## src/rtl/msi_snoop_cache.sv

```systemverilog
// msi_snoop_cache: direct-mapped, write-back, N-line MSI snooping cache.
// One CPU port, one shared memory port, and a request/acknowledge pair of
// coherence channels to the peer cache. Snoops are serviced in IDLE and in
// BUS (while this cache waits on its own coherence message) so that two
// caches waiting on each other cannot deadlock.
module msi_snoop_cache #(
    parameter int ADDR_W  = 16,
    parameter int DATA_W  = 16,
    parameter int INDEX_W = 2
) (
    input  logic              clk,
    input  logic              reset,
    input  logic              cpu_req,
    input  logic              cpu_we,
    input  logic [ADDR_W-1:0] cpu_addr,
    input  logic [DATA_W-1:0] cpu_wdata,
    output logic              cpu_done,
    output logic [DATA_W-1:0] cpu_rdata,
    output logic              mem_req,
    output logic              mem_we,
    output logic [ADDR_W-1:0] mem_addr,
    output logic [DATA_W-1:0] mem_wdata,
    input  logic              mem_ack,
    input  logic [DATA_W-1:0] mem_rdata,
    output logic              bus_valid,
    output logic [1:0]        bus_op,
    output logic [ADDR_W-1:0] bus_addr,
    input  logic              bus_ack,
    input  logic              snp_valid,
    input  logic [1:0]        snp_op,
    input  logic [ADDR_W-1:0] snp_addr,
    output logic              snp_ack
);

    localparam int LINES = 1 << INDEX_W;
    localparam int TAG_W = ADDR_W - INDEX_W;

    localparam logic [1:0] OP_RM  = 2'd0;
    localparam logic [1:0] OP_WM  = 2'd1;
    localparam logic [1:0] OP_INV = 2'd2;

    typedef enum logic [2:0] {IDLE, BUS, SNP_WB, VICT_WB, FILL, RESP} state_t;
    typedef enum logic [1:0] {LN_I, LN_S, LN_M} line_t;

    state_t              state_q, state_d;
    state_t              ret_q, ret_d;
    line_t               line_st_q [LINES];
    line_t               line_st_d [LINES];
    logic [TAG_W-1:0]    tag_q [LINES];
    logic [TAG_W-1:0]    tag_d [LINES];
    logic [DATA_W-1:0]   data_q [LINES];
    logic [DATA_W-1:0]   data_d [LINES];
    logic                bus_pend_q, bus_pend_d;

    logic                cpu_done_q, cpu_done_d;
    logic [DATA_W-1:0]   cpu_rdata_q, cpu_rdata_d;
    logic                mem_req_q, mem_req_d;
    logic                mem_we_q, mem_we_d;
    logic [ADDR_W-1:0]   mem_addr_q, mem_addr_d;
    logic [DATA_W-1:0]   mem_wdata_q, mem_wdata_d;
    logic                bus_valid_q, bus_valid_d;
    logic [1:0]          bus_op_q, bus_op_d;
    logic [ADDR_W-1:0]   bus_addr_q, bus_addr_d;
    logic                snp_ack_q, snp_ack_d;

    logic [INDEX_W-1:0]  cpu_idx, snp_idx;
    logic [TAG_W-1:0]    cpu_tag, snp_tag;
    logic                cpu_hit, snp_hit, snp_take, bus_done, mem_done;

    assign cpu_idx  = cpu_addr[INDEX_W-1:0];
    assign cpu_tag  = cpu_addr[ADDR_W-1:INDEX_W];
    assign snp_idx  = snp_addr[INDEX_W-1:0];
    assign snp_tag  = snp_addr[ADDR_W-1:INDEX_W];
    assign cpu_hit  = (line_st_q[cpu_idx] != LN_I) && (tag_q[cpu_idx] == cpu_tag);
    assign snp_hit  = (line_st_q[snp_idx] != LN_I) && (tag_q[snp_idx] == snp_tag);
    // A snoop is taken only in IDLE/BUS, and never in its own ack cycle.
    assign snp_take = snp_valid && !snp_ack_q && ((state_q == IDLE) || (state_q == BUS));
    // A bus_ack that arrived while a snoop was being serviced is remembered.
    assign bus_done = bus_pend_q || (bus_valid_q && bus_ack);
    assign mem_done = mem_req_q && mem_ack;

    // Next-state, line-array and registered-output computation.
    always_comb begin
        state_d     = state_q;
        ret_d       = ret_q;
        line_st_d   = line_st_q;
        tag_d       = tag_q;
        data_d      = data_q;
        bus_pend_d  = bus_pend_q;
        cpu_done_d  = 1'b0;
        cpu_rdata_d = cpu_rdata_q;
        mem_req_d   = mem_req_q;
        mem_we_d    = mem_we_q;
        mem_addr_d  = mem_addr_q;
        mem_wdata_d = mem_wdata_q;
        bus_valid_d = bus_valid_q;
        bus_op_d    = bus_op_q;
        bus_addr_d  = bus_addr_q;
        snp_ack_d   = 1'b0;

        // bus_valid drops the cycle after bus_ack regardless of what the FSM is doing.
        if (bus_valid_q && bus_ack) begin
            bus_valid_d = 1'b0;
            bus_pend_d  = 1'b1;
        end

        if (snp_take) begin
            ret_d = state_q;
            if (snp_hit && (line_st_q[snp_idx] == LN_M) &&
                ((snp_op == OP_RM) || (snp_op == OP_WM))) begin
                state_d     = SNP_WB;
                mem_req_d   = 1'b1;
                mem_we_d    = 1'b1;
                mem_addr_d  = {tag_q[snp_idx], snp_idx};
                mem_wdata_d = data_q[snp_idx];
            end else begin
                // S hit (any op), M hit with INV (protocol error), or miss.
                if (snp_hit && (snp_op != OP_RM)) begin
                    line_st_d[snp_idx] = LN_I;
                end
                snp_ack_d = 1'b1;
            end
        end else begin
            case (state_q)
                IDLE: begin
                    if (cpu_req) begin
                        if (cpu_hit && !cpu_we) begin
                            state_d     = RESP;
                            cpu_done_d  = 1'b1;
                            cpu_rdata_d = data_q[cpu_idx];
                        end else if (cpu_hit && (line_st_q[cpu_idx] == LN_M)) begin
                            data_d[cpu_idx] = cpu_wdata;
                            state_d         = RESP;
                            cpu_done_d      = 1'b1;
                        end else begin
                            state_d     = BUS;
                            bus_valid_d = 1'b1;
                            bus_addr_d  = cpu_addr;
                            if (cpu_hit) begin
                                bus_op_d = OP_INV;
                            end else if (cpu_we) begin
                                bus_op_d = OP_WM;
                            end else begin
                                bus_op_d = OP_RM;
                            end
                        end
                    end
                end
                BUS: begin
                    if (bus_done) begin
                        bus_pend_d  = 1'b0;
                        bus_valid_d = 1'b0;
                        if (bus_op_q == OP_INV) begin
                            if (cpu_hit && (line_st_q[cpu_idx] == LN_S)) begin
                                data_d[cpu_idx]    = cpu_wdata;
                                line_st_d[cpu_idx] = LN_M;
                                state_d            = RESP;
                                cpu_done_d         = 1'b1;
                            end else begin
                                // Line was lost to a snoop: IDLE reissues it as a miss.
                                state_d = IDLE;
                            end
                        end else if (line_st_q[cpu_idx] == LN_M) begin
                            state_d     = VICT_WB;
                            mem_req_d   = 1'b1;
                            mem_we_d    = 1'b1;
                            mem_addr_d  = {tag_q[cpu_idx], cpu_idx};
                            mem_wdata_d = data_q[cpu_idx];
                        end else begin
                            state_d    = FILL;
                            mem_req_d  = 1'b1;
                            mem_we_d   = 1'b0;
                            mem_addr_d = cpu_addr;
                        end
                    end
                end
                SNP_WB: begin
                    if (mem_done) begin
                        mem_req_d = 1'b0;
                        if (snp_op == OP_RM) begin
                            line_st_d[snp_idx] = LN_S;
                        end else begin
                            line_st_d[snp_idx] = LN_I;
                        end
                        snp_ack_d = 1'b1;
                        state_d   = ret_q;
                    end
                end
                VICT_WB: begin
                    if (mem_done) begin
                        mem_req_d = 1'b0;
                        state_d   = FILL;
                    end
                end
                FILL: begin
                    if (!mem_req_q) begin
                        // Entered from VICT_WB: issue the fill after mem_req has dropped.
                        mem_req_d  = 1'b1;
                        mem_we_d   = 1'b0;
                        mem_addr_d = cpu_addr;
                    end else if (mem_ack) begin
                        mem_req_d      = 1'b0;
                        tag_d[cpu_idx] = cpu_tag;
                        if (cpu_we) begin
                            line_st_d[cpu_idx] = LN_M;
                            data_d[cpu_idx]    = cpu_wdata;
                        end else begin
                            line_st_d[cpu_idx] = LN_S;
                            data_d[cpu_idx]    = mem_rdata;
                            cpu_rdata_d        = mem_rdata;
                        end
                        state_d    = RESP;
                        cpu_done_d = 1'b1;
                    end
                end
                RESP: begin
                    state_d = IDLE;
                end
                default: begin
                    state_d = IDLE;
                end
            endcase
        end
    end

    // Control state, coherence states and handshake outputs; reset aborts everything.
    always_ff @(posedge clk or posedge reset) begin
        if (reset) begin
            state_q     <= IDLE;
            ret_q       <= IDLE;
            line_st_q   <= '{default: LN_I};
            bus_pend_q  <= 1'b0;
            cpu_done_q  <= 1'b0;
            cpu_rdata_q <= '0;
            mem_req_q   <= 1'b0;
            mem_we_q    <= 1'b0;
            mem_addr_q  <= '0;
            mem_wdata_q <= '0;
            bus_valid_q <= 1'b0;
            bus_op_q    <= '0;
            bus_addr_q  <= '0;
            snp_ack_q   <= 1'b0;
        end else begin
            state_q     <= state_d;
            ret_q       <= ret_d;
            line_st_q   <= line_st_d;
            bus_pend_q  <= bus_pend_d;
            cpu_done_q  <= cpu_done_d;
            cpu_rdata_q <= cpu_rdata_d;
            mem_req_q   <= mem_req_d;
            mem_we_q    <= mem_we_d;
            mem_addr_q  <= mem_addr_d;
            mem_wdata_q <= mem_wdata_d;
            bus_valid_q <= bus_valid_d;
            bus_op_q    <= bus_op_d;
            bus_addr_q  <= bus_addr_d;
            snp_ack_q   <= snp_ack_d;
        end
    end

    // Tag and data storage; contents are meaningless while the line is I, so no reset.
    always_ff @(posedge clk) begin
        tag_q  <= tag_d;
        data_q <= data_d;
    end

    assign cpu_done  = cpu_done_q;
    assign cpu_rdata = cpu_rdata_q;
    assign mem_req   = mem_req_q;
    assign mem_we    = mem_we_q;
    assign mem_addr  = mem_addr_q;
    assign mem_wdata = mem_wdata_q;
    assign bus_valid = bus_valid_q;
    assign bus_op    = bus_op_q;
    assign bus_addr  = bus_addr_q;
    assign snp_ack   = snp_ack_q;

endmodule

```

## config.mk

```make
export PLATFORM = sky130hd
export DESIGN_NAME = msi_snoop_cache
export DESIGN_NICKNAME = d
export VERILOG_FILES = /design/src/rtl/msi_snoop_cache.sv
export SDC_FILE = /design/constraint.sdc
export NUM_CORES = 1
export LEC_CHECK = 0
export BUFFER_PORTS_ARGS = -buffer_cell sky130_fd_sc_hd__buf_4
export CAP_MARGIN = 30
export CORE_MARGIN = 2
export CORE_UTILIZATION = 59
export DETAILED_ROUTE_END_ITERATION = 6
export PLACE_DENSITY = 0.84
export SYNTH_ARGS = -nofsm -noshare
export SYNTH_HDL_FRONTEND = slang
export SYNTH_SLANG_ARGS = --single-unit
```

## constraint.sdc

```tcl
create_clock -name clk -period 4.5 [get_ports clk]
set_input_delay 0.225 -clock clk [delete_from_list [all_inputs] [get_ports clk]]
set_output_delay 0.225 -clock clk [all_outputs]
set_load 0.02 [all_outputs]
```

==> run_results.csv <==
group,metric,value,unit
placed_design,dp_hpwl,19530,um
timing,rsz0062_at_grt,"false",
routing,antenna_left,0,
critical_path,cp-end-kind,"flip-flop",
floorplan,rows,50,
yosys,synth_area,11380,sq um
yosys,synth.most_common_cell,"nand2_1",
timing,max_freq,0.2912,GHz
yosys,ys_top_cells_by_count,"nand2_1 (200), edfxtp_1 (120), dfrtp_1 (86), o21ai_0 (86), mux2i_1 (80)",
routing,wl_per_cell,22.54,um
layout,layout.area.seq,5756,sq um
flow_run,cap_violations,0,
placed_design,gp_congestion,0.8944,
cts,path_clk_slew,60,ps
timing,slew_headroom,35.99,%
layout,drive_gt1_share,30.93,%
yosys,synth_enable_flop_cells,120,
timing,setup_violations,0,
yosys,synth_area_leaders,"edfxtp_1 (32%), dfrtp_1 (19%), mux4_2 (13%), mux2i_1 (7.0%), nand2_1 (6.6%)",
routing,dr_total_vias,8773,
floorplan,die_h,142.9,um
worst_hold_path,holdPathEnd,"bus_valid",
routing,finalWirelength,30860,um
floorplan,die_area,20410,sq um
floorplan,io_pins,144,
timing,fin_crit,3435,ps
layout,syn_to_final_growth,20.34,%
yosys,synth_cell_types,54,
critical_path,regToRegStartpoint,"tag_q[10]",
cts,cts_resized,0,
critical_path,worstPathMaxFanout,16,
cts,cts_root_buf,"clkbuf_16",
worst_hold_path,hold-path-cell-count,3,
yosys,synthArstFlopShare,41.75,%
cts,insertion_delay,510,ps
cts,cts-htree-levels,1,
cts,cts_tree,"yes",
global_route,grtUsageTotal,30.68,%
layout,multi_input_area,5366,sq um
routing,first_pass_iters,5,
layout,n_fill_cell,1213,
yosys,synth_seq_area_share,50.59,%
yosys,synthesis.nets,1015,
timing,worst_clock_skew,12.55,ps
critical_path,timing.rr.end,"data_q[25]",
critical_path,startpoint,"tag_q[10]",
global_route,grt_max_degree,47,
global_route,grt_pass1_vias,8596,
routing,viasPerCell,6.408,
global_route,overflow,0,
layout,antennaDiodeCount,0,
power,leakagePower,5.602,nW
yosys,synth_ff_type,"edfxtp_1",
timing,period_share,76.33,%
yosys,synthCells,942,
yosys,syn_avg_cell_area,12.08,sq um
global_route,grt_pass1_wl,48040,um
timing,slew_viol_final,0,
timing,whs,37.99,ps
critical_path,crit_required,4680,ps
floorplan,start_util,60.41,%
timing,finalHoldViolations,0,
critical_path,r2r_slack,1070,ps
timing,fin_tns_setup,0,ps
yosys,yosys.area.top_type,"edfxtp_1",
routing,drc_errors,0,
critical_path,reg2regPathDepth,8,
power,total_power,8.101,mW
yosys,ys_seq_elements,206,
critical_path,crit_arrival,3610,ps
routing,drtIter0Drc,970,
cts,clock_path_buffers,3,
yosys,netlist.area_leader.share,31.68,%
yosys,yosys_warnings,0,
power,p_per_area,591.8,nW/um^2
timing,worst_pin_slew,957.8,ps
worst_hold_path,holdCritPathClass,"input port to flip-flop",
critical_path,crit_type,"flip-flop to flip-flop",
cts,numCtsBuffers,23,
worst_hold_path,worstHoldStart,"bus_ack",
floorplan,die_w,142.9,um
critical_path,critPathLaunchType,"flip-flop",
cts,cts_sinks,206,
placed_design,io_buffers,143,
power,ir_worst_vdd,0.3768,mV
global_route,antenna_found_initial,0,
layout,fin_nets,1166,
cts,cts_setup_buffers,0,
status,outcome,"complete, no violations",
floorplan,core_area,18830,sq um
-- through the flow --
| step | utilization (%) | cell area [sq um] | instances | worst slack, ps |
|---|---|---|---|---|
| global route | 72.70 | 13690 | 1369 | 951.8 |
| finish | 72.70 | 13690 | 1369 | 1065 |
| floorplan | - | 11380 | 942 | 1049 |
| CTS | 72.55 | 13660 | 1368 | 1148 |
| detailed placement | 67.66 | 12740 | 1312 | 787.2 |
| global placement | 67.66 | 12740 | 1312 | 866.9 |
-- cell type report --
| class | instances | area share (%) |
|---|---|---|
| Clock buffer | 24 | 4.232 |
| Clock inverter | 17 | 1.398 |
| Inverter | 5 | 0.1462 |
| Multi-Input combinational cell | 673 | 39.20 |
| Sequential cell | 206 | 42.04 |
| Tap cell | 260 | 2.376 |
| Timing Repair Buffer | 184 | 10.60 |
-- metal layers --
metal / wire length [um] / GRT usage (%)
met1: 11990 / 42.91
met2: 14930 / 49.62
met3: 3178 / 5.533
met4: 766 / 9.432
met5: 0 / 0
-- worst max-delay path by stage --
stage                            end  slack (ps)  cells after the start
after floorplan            data_q[0]        1050                      8
after global placement    data_q[26]         870                      9
after detailed placement  data_q[25]         790                      9
after CTS                 data_q[25]        1150                      8
after global routing      data_q[50]         950                      8
final                     data_q[25]        1070                      8
-- flip-flops by register name, summed over array words and instances (netlist names) --
register,cells
cpu_rdata,16
mem_req,1
data_q,64
bus_valid,1
state_q,3
mem_addr,16
mem_wdata,16
bus_addr,16
bus_pend_q,1
line_st_q,8
tag_q,56
mem_we,1
cpu_done,1
snp_ack,1
bus_op,2
ret_q,3
-- cell families after synthesis --
family / count (synthesis) / synth area share, %
AOI/OAI and AO/OA: 142 / 7.325
xor gates and xnor gates: 29 / 2.233
buffers and inverters: 63 / 2.365
DFF: 206 / 50.59
muxes: 210 / 26.54
and+or+nand+nor: 292 / 10.94
-- critical path: stages, from the launching register on --
cell and delay [ps]:
edfxtp_1 400, mux4_2 530, xnor2_1 190, nand4_1 210
nor4_4 660, a21oi_1 160, a2111o_1 470, a21oi_1 160
buf_4 310
-- timing repair --
item	in CTS	in global routing
hold endpoints to repair	96	0
hold buffers	15	0
setup endpoints to repair	0	0
-- cells in the final DEF, fill, tap and decap left out, types with 5 or more instances in the layout --
| cell | synthesis | layout |
|---|---|---|
| nor2b_1 | 6 | 6 |
| o21ai_0 | 86 | 86 |
| or2_2 | 5 | 5 |
| edfxtp_1 | 120 | 120 |
| mux2i_1 | 80 | 80 |
| dlygate4sd3_1 | 0 | 15 |
| a21oi_1 | 22 | 22 |
| dfrtp_1 | 86 | 86 |
| clkbuf_16 | 0 | 23 |
| mux4_2 | 64 | 64 |
| xnor2_1 | 29 | 29 |
| mux2_4 | 9 | 9 |
| mux2_2 | 47 | 47 |
| buf_4 | 1 | 167 |
| nand2b_1 | 9 | 9 |
| mux2_1 | 10 | 10 |
| nor2_1 | 36 | 34 |
| nand2_1 | 200 | 200 |
| nand3_1 | 10 | 10 |
-- power breakdown --
| part | internal (mW) | switching [mW] | leakage, nW |
|---|---|---|---|
| logic | 1.44 | 1.75 | 3.09 |
| clock network | 1.12 | 0.797 | 0.367 |
| registers | 2.61 | 0.376 | 2.15 |
| total | 5.18 | 2.92 | 5.60 |
Power figures use the tool's default switching activity.
